### src/rtl/music_sequencer.sv
// Two-channel note sequencer for the Buzzer/Speaker_CTL chain.
// Walks a packed note pattern at a programmable tempo (play/pause/stop/loop)
// and overlays timed, prioritised sound effects on the right channel.
// Outputs are divider values for the Buzzer; a divider of 0 means silence.
module music_sequencer #(
   parameter int                    DIV_W      = 27,
   parameter int                    SEQ_LEN    = 16,
   // Step 0 sits in the MSBs; each step is {left_code[4:0], right_code[4:0]}.
   // The default is every step resting (code 0x10 on both channels).
   parameter logic [SEQ_LEN*10-1:0] SEQ        = {SEQ_LEN{10'h210}},
   parameter int                    TICK_DIV   = 100000000,
   parameter int                    SFX_CYCLES = 25000000,
   parameter int                    IDX_W      = $clog2(SEQ_LEN)
) (
   input  logic             clk,
   input  logic             rst,
   input  logic             start,
   input  logic             pause,
   input  logic             stop,
   input  logic             loop_en,
   input  logic             sfx_die,
   input  logic             sfx_shoot,
   output logic [DIV_W-1:0] div_left,
   output logic [DIV_W-1:0] div_right,
   output logic [1:0]       state,
   output logic [IDX_W-1:0] step_idx,
   output logic             sfx_active
);

   // ------------------------------------------------------------------
   // Derived widths and constants
   // ------------------------------------------------------------------
   localparam int TICK_W = (TICK_DIV > 1) ? $clog2(TICK_DIV) : 1;
   localparam int SFX_W  = $clog2(SFX_CYCLES + 1);

   localparam logic [TICK_W-1:0] TICK_LAST = TICK_W'(TICK_DIV - 1);
   localparam logic [IDX_W-1:0]  IDX_LAST  = IDX_W'(SEQ_LEN - 1);
   localparam logic [SFX_W-1:0]  SFX_LOAD  = SFX_W'(SFX_CYCLES);

   // Effect tones: robot death plays m_Do, a shot plays Re.
   localparam logic [DIV_W-1:0] DIV_SFX_DIE   = DIV_W'(45086);
   localparam logic [DIV_W-1:0] DIV_SFX_SHOOT = DIV_W'(170648);

   // Effect priorities; 0 means "no effect".
   localparam logic [1:0] PRI_NONE  = 2'd0;
   localparam logic [1:0] PRI_SHOOT = 2'd1;
   localparam logic [1:0] PRI_DIE   = 2'd2;

   // Transport states; the encoding is visible on the state output.
   typedef enum logic [1:0] {
      ST_STOP  = 2'b00,
      ST_PLAY  = 2'b01,
      ST_PAUSE = 2'b10,
      ST_DONE  = 2'b11
   } seq_state_t;

   // ------------------------------------------------------------------
   // Note code to divider lookup; codes 0x10..0x1F are rests.
   // ------------------------------------------------------------------
   function automatic logic [DIV_W-1:0] note_div(input logic [4:0] code);
      logic [17:0] val;
      case (code)
         5'h00:   val = 18'd191571;  // Do
         5'h01:   val = 18'd170648;  // Re
         5'h02:   val = 18'd151515;  // Mi
         5'h03:   val = 18'd143266;  // Fa
         5'h04:   val = 18'd127551;  // So
         5'h05:   val = 18'd113636;  // La
         5'h06:   val = 18'd101214;  // Si
         5'h07:   val = 18'd45086;   // m_Do
         5'h08:   val = 18'd47081;   // m_Re
         5'h09:   val = 18'd50607;   // m_Mi
         5'h0A:   val = 18'd56818;   // m_Fa
         5'h0B:   val = 18'd63776;   // m_So
         5'h0C:   val = 18'd71633;   // m_La
         5'h0D:   val = 18'd75758;   // m_Si
         5'h0E:   val = 18'd85034;   // H_Do
         5'h0F:   val = 18'd95420;   // H_Re
         default: val = 18'd0;       // rest
      endcase
      return DIV_W'(val);
   endfunction

   // ------------------------------------------------------------------
   // Registers
   // ------------------------------------------------------------------
   seq_state_t        st_q,   st_d;
   logic [IDX_W-1:0]  step_q, step_d;
   logic [TICK_W-1:0] tick_q, tick_d;

   logic [SFX_W-1:0]  sfx_timer_q, sfx_timer_d;
   logic              sfx_die_q,   sfx_die_d;   // latched effect: 1 = die, 0 = shoot

   logic [9:0]        cur_step;
   logic [DIV_W-1:0]  music_left, music_right;
   logic [1:0]        req_pri, act_pri;
   logic              sounding;

   // ------------------------------------------------------------------
   // Transport FSM
   // ------------------------------------------------------------------

   // Transport state register: state, step index and tempo counter.
   always_ff @(posedge clk or negedge rst) begin
      if (!rst) begin
         st_q   <= ST_STOP;
         step_q <= '0;
         tick_q <= '0;
      end else begin
         st_q   <= st_d;
         step_q <= step_d;
         tick_q <= tick_d;
      end
   end

   // Next transport state: stop beats start beats pause; the tempo counter only runs in PLAY.
   always_comb begin
      st_d   = st_q;
      step_d = step_q;
      tick_d = tick_q;
      if (stop) begin
         st_d   = ST_STOP;
         step_d = '0;
         tick_d = '0;
      end else if (start && (st_q != ST_PLAY)) begin
         st_d = ST_PLAY;
         // Resuming from PAUSE keeps position and tick; otherwise rewind.
         if (st_q != ST_PAUSE) begin
            step_d = '0;
            tick_d = '0;
         end
      end else if (pause && (st_q == ST_PLAY)) begin
         st_d = ST_PAUSE;
      end else if (st_q == ST_PLAY) begin
         if (tick_q == TICK_LAST) begin
            // Beat: advance, wrap, or finish; loop_en only matters here.
            tick_d = '0;
            if (step_q != IDX_LAST) begin
               step_d = step_q + 1'b1;
            end else if (loop_en) begin
               step_d = '0;
            end else begin
               st_d = ST_DONE;
            end
         end else begin
            tick_d = tick_q + 1'b1;
         end
      end
   end

   // ------------------------------------------------------------------
   // Effect overlay
   // ------------------------------------------------------------------
   assign sounding = (sfx_timer_q != '0);

   // Effect arbitration: an equal or higher priority request (re)loads the timer, others are dropped.
   always_comb begin
      sfx_timer_d = sfx_timer_q;
      sfx_die_d   = sfx_die_q;
      req_pri     = sfx_die ? PRI_DIE : (sfx_shoot ? PRI_SHOOT : PRI_NONE);
      act_pri     = sounding ? (sfx_die_q ? PRI_DIE : PRI_SHOOT) : PRI_NONE;
      if ((req_pri != PRI_NONE) && (req_pri >= act_pri)) begin
         sfx_timer_d = SFX_LOAD;
         sfx_die_d   = (req_pri == PRI_DIE);
      end else if (sounding) begin
         sfx_timer_d = sfx_timer_q - 1'b1;
      end
   end

   // Effect timer and latched effect kind; runs in every transport state.
   always_ff @(posedge clk or negedge rst) begin
      if (!rst) begin
         sfx_timer_q <= '0;
         sfx_die_q   <= 1'b0;
      end else begin
         sfx_timer_q <= sfx_timer_d;
         sfx_die_q   <= sfx_die_d;
      end
   end

   // ------------------------------------------------------------------
   // Divider outputs
   // ------------------------------------------------------------------

   // Pick out the current step from the packed pattern (step 0 at the MSBs).
   always_comb begin
      cur_step = '0;
      for (int i = 0; i < SEQ_LEN; i++) begin
         if (step_q == IDX_W'(i)) begin
            cur_step = SEQ[(SEQ_LEN-1-i)*10 +: 10];
         end
      end
   end

   // Music tones: PLAY and PAUSE sound the current step, STOP and DONE are silent.
   always_comb begin
      music_left  = '0;
      music_right = '0;
      if ((st_q == ST_PLAY) || (st_q == ST_PAUSE)) begin
         music_left  = note_div(cur_step[9:5]);
         music_right = note_div(cur_step[4:0]);
      end
   end

   // Registered dividers; an active effect replaces only the right channel.
   always_ff @(posedge clk or negedge rst) begin
      if (!rst) begin
         div_left  <= '0;
         div_right <= '0;
      end else begin
         div_left <= music_left;
         if (sounding) begin
            div_right <= sfx_die_q ? DIV_SFX_DIE : DIV_SFX_SHOOT;
         end else begin
            div_right <= music_right;
         end
      end
   end

   assign state      = st_q;
   assign step_idx   = step_q;
   assign sfx_active = sounding;

   // ------------------------------------------------------------------
   // Structural invariants
   // ------------------------------------------------------------------
   a_step_in_range: assert property (@(posedge clk) disable iff (!rst)
      step_q <= IDX_LAST);
   a_tick_in_range: assert property (@(posedge clk) disable iff (!rst)
      tick_q <= TICK_LAST);
   a_done_at_end: assert property (@(posedge clk) disable iff (!rst)
      (st_q == ST_DONE) |-> (step_q == IDX_LAST));
   a_stop_rewound: assert property (@(posedge clk) disable iff (!rst)
      (st_q == ST_STOP) |-> (step_q == '0));

endmodule

### config.mk
export PLATFORM = sky130hd
export DESIGN_NAME = music_sequencer
export DESIGN_NICKNAME = d
export VERILOG_FILES = /design/src/rtl/music_sequencer.sv
export SDC_FILE = /design/constraint.sdc
export NUM_CORES = 1
export LEC_CHECK = 0
export BUFFER_PORTS_ARGS = -buffer_cell sky130_fd_sc_hd__buf_2
export CAP_MARGIN = 20
export CORE_MARGIN = 1
export CORE_UTILIZATION = 35
export CTS_CLUSTER_SIZE = 28
export DETAILED_ROUTE_END_ITERATION = 8
export PLACE_DENSITY_LB_ADDON = 0.3
export RECOVER_POWER = 100
export SKIP_LAST_GASP = 1
export SLEW_MARGIN = 20
export SYNTH_ARGS = -nofsm -noshare
export SYNTH_HDL_FRONTEND = slang
export SYNTH_SLANG_ARGS = --single-unit
### constraint.sdc
create_clock -name clk -period 5.05 [get_ports clk]
set_clock_uncertainty 0.2 [all_clocks]
set_input_delay 1.01 -clock clk [delete_from_list [all_inputs] [get_ports clk]]
set_output_delay 1.01 -clock clk [all_outputs]
set_load 0.02 [all_outputs]
==> results.sh <==
export IMPL_ys_seq_elements=67
export IMPL_post_cts_resized=0
export IMPL_drive_gt1_share_pct=7.02
export IMPL_gr_total_overflow=0
export IMPL_yosysMostFrequentCell="dfrtp_1"
export IMPL_end_kind="flop"
export IMPL_synth_xor_area_share_pct=5.35
export IMPL_final_setup_tns_ps=0
export IMPL_async_flop_share_pct=100
export IMPL_dr_first_iter_drc_count=154
export IMPL_hold_class="reg -> reg"
export IMPL_firstDrtPassIters=4
export IMPL_status="finished with violations"
export IMPL_insertion_delay_ps=340
export IMPL_port_buffers=39
export IMPL_powerDensity_nw_per_um2=331
export IMPL_start_kind="flop"
export IMPL_yosysSeqAreaShare_pct=42.7
export IMPL_top_layer="met4"
export IMPL_avgSynthCellArea_um2=9.16
export IMPL_area_delta_synth_final_pct=5.03
export IMPL_final_util_pct=37.9
export IMPL_dieHeight_um=108
export IMPL_viasPerCell=5.13
export IMPL_dp_cells=582
export IMPL_clockBufferDepth=2
export IMPL_synthAdderAreaFrac_pct=3.18
export IMPL_yosys_most_used_dff="dfrtp_1"
export IMPL_rsz0062_at_grt="no"
export IMPL_ioPinCount=69
export IMPL_antenna_found_initial=0
export IMPL_cellLeakagePower_nw=1.64
export IMPL_synth_area_top_cells="dfrtp_1 43%, buf_4 8.8%, nor2_1 3.8%"
export IMPL_grt_max_degree=45
export IMPL_dp_hpwl_um=5640
export IMPL_synth_edf_count=0
export IMPL_track_usage_pct=14.9
export IMPL_violations="max-capacitance violations, max-slew violations"
export IMPL_vias=3059
export IMPL_min_period_ps=3980
export IMPL_grt_first_pass_wirelength_um=13800
export IMPL_syn_inst=429
export IMPL_whs_ps=288
export IMPL_path_clk_slew_ps=70
export IMPL_synth_warnings=0
export IMPL_routed_wl_um=7950
export IMPL_ir_drop_uv=229
export IMPL_met2_length_um=3840
export IMPL_antenna_left=0
export IMPL_synthesis_area_um2=3930
export IMPL_max_freq_ghz=0.252
export IMPL_critPathKind="reg -> reg"
export IMPL_synthSimpleGateAreaFrac_pct=22.9
export IMPL_cp_arrival_ps=4020
export IMPL_cts_sinks=67
export IMPL_worstMarginPinSlew_ps=2330
export IMPL_worstPathRequired_ps=5100
export IMPL_grt_pass1_vias=2969
export IMPL_coreArea_um2=10900
export IMPL_hold_viol=0
export IMPL_synth_common_cells="67 x dfrtp_1, 46 x buf_4, 40 x nor2_1"
export IMPL_rows=38
export IMPL_cts_tree="yes"
export IMPL_finalMaxSlewViolations=82
export IMPL_muxShareOfSynthArea_pct=0
export IMPL_cts_hold_fix_buffers=0
export IMPL_relSlewSlack_pct=-55.6
export IMPL_wl_met1_um=3790
export IMPL_setup_viol=0
export IMPL_synth_top_area_share_pct=42.7
export IMPL_min_period_over_period_pct=78.7
export IMPL_crit_fanout=15
export IMPL_num_antenna_cells=0
export IMPL_synth_compound_area_share_pct=13.8
export IMPL_routabilityCongestion=0.776
export IMPL_drc=0
export IMPL_maxCapViolCount=3
export IMPL_cts_root_buf="clkbuf_8"
export IMPL_die_w_um=108
export IMPL_wl_per_cell_um=13.3
export IMPL_route_met3_wl_um=239
export IMPL_synth_area_leader_cell="dfrtp_1"
export IMPL_post_layout_nonfiller_instances=596
export IMPL_start_util_pct=36.1
export IMPL_fin_nets=471
export IMPL_dieArea_um2=11700
export IMPL_synth_distinct_cells=52
export IMPL_htree_levels=3
export IMPL_synth_top_family_by_area="simple AND/OR/NAND/NOR gates"
export IMPL_cts_setup_buffers=0
export IMPL_numCtsBuffers=9
critical path, cell delays in order (launching register included):
cell      delay [ps]
dfrtp_1          390
inv_1            100
ha_1             230
nor4b_1          510
and3_1           370
and3_1           340
inv_1            190
nand2_1          140
ha_1             250
a21o_1           180
o21ai_0          610
nand2b_1         120
o31ai_1          230
metal layers:
metal,vias up,GRT usage (%)
met5,-,0
met4,0,4.99
met3,7,4.16
met2,59,24.6
met1,1482,18.7
li1,1511,-
sequential cells by signal, indices dropped and copies added, names as in the netlist:
| register | cells |
|---|---|
| tick_q | 27 |
| sfx_timer_q | 25 |
| div_right | 7 |
| step_idx | 4 |
| state | 2 |
| div_left | 1 |
| sfx_die_q | 1 |
cell type report:
cell class / instances / area [um^2]
fillers: 1117 / 6760
multi-input cells: 315 / 1870
flip-flops and latches: 67 / 1680
repair buffers: 46 / 203
well taps: 140 / 175
clock buffers: 11 / 131
inverters: 14 / 52.6
clock inverters: 3 / 17.5
cells by family after synthesis:
family	after synthesis
other	1
flip-flops	67
adder cells (fa/ha/maj)	10
buffers and inverters	75
XOR/XNOR	24
AND/OR/NAND/NOR	172
AO/OA/AOI/OAI	80
final timing paths:
check | to | slack (ps) | startpoint | cells after the start
max | sfx_timer_q[23] | 1070 | sfx_timer_q[0] | 12
min | sfx_timer_q[24] | 290 | sfx_timer_q[24] | 1
max reg2reg | sfx_timer_q[23] | 1070 | sfx_timer_q[0] | 12
min reg2reg | sfx_timer_q[24] | 290 | sfx_timer_q[24] | 1
max in group asynchronous | sfx_timer_q[24] | 1400 | rst | 2
min in group asynchronous | div_left[15] | 1170 | rst | 1
stage by stage:
step | worst slack, ps | power (mW) | cell area (um^2)
2_1_floorplan | 1330 | 0.955 | 4040
4_1_cts | 1110 | 1.40 | 4190
5_1_grt | 629 | 1.47 | 4130
6_report | 1070 | 1.37 | 4130
3_5_place_dp | 1130 | 1.03 | 4040
3_3_place_gp | 1320 | 1.02 | 4040
report_power, final:
group          internal (mW)  switching [mW]
Combinational          0.120           0.249
Clock                  0.171           0.188
Sequential             0.592          0.0473
cell usage in the layout (no fill, tap or decap), types with 6 or more instances in the layout:
| master | instances |
|---|---|
| a211oi_1 | 6 |
| and3_1 | 8 |
| nor3_1 | 9 |
| or4_1 | 11 |
| o31ai_1 | 8 |
| or3_1 | 10 |
| o21ai_0 | 18 |
| nor2_1 | 40 |
| xnor2_1 | 14 |
| nand2b_1 | 9 |
| a21oi_1 | 17 |
| nand4_1 | 11 |
| ha_1 | 10 |
| nand2_1 | 32 |
| conb_1 | 29 |
| buf_4 | 6 |
| xor2_1 | 10 |
| clkbuf_8 | 9 |
| clkbuf_1 | 36 |
| dfrtp_1 | 67 |
| inv_1 | 14 |
| nor4_1 | 7 |
| nand3_1 | 20 |
| buf_2 | 6 |
(Power assumes the default switching activity.)
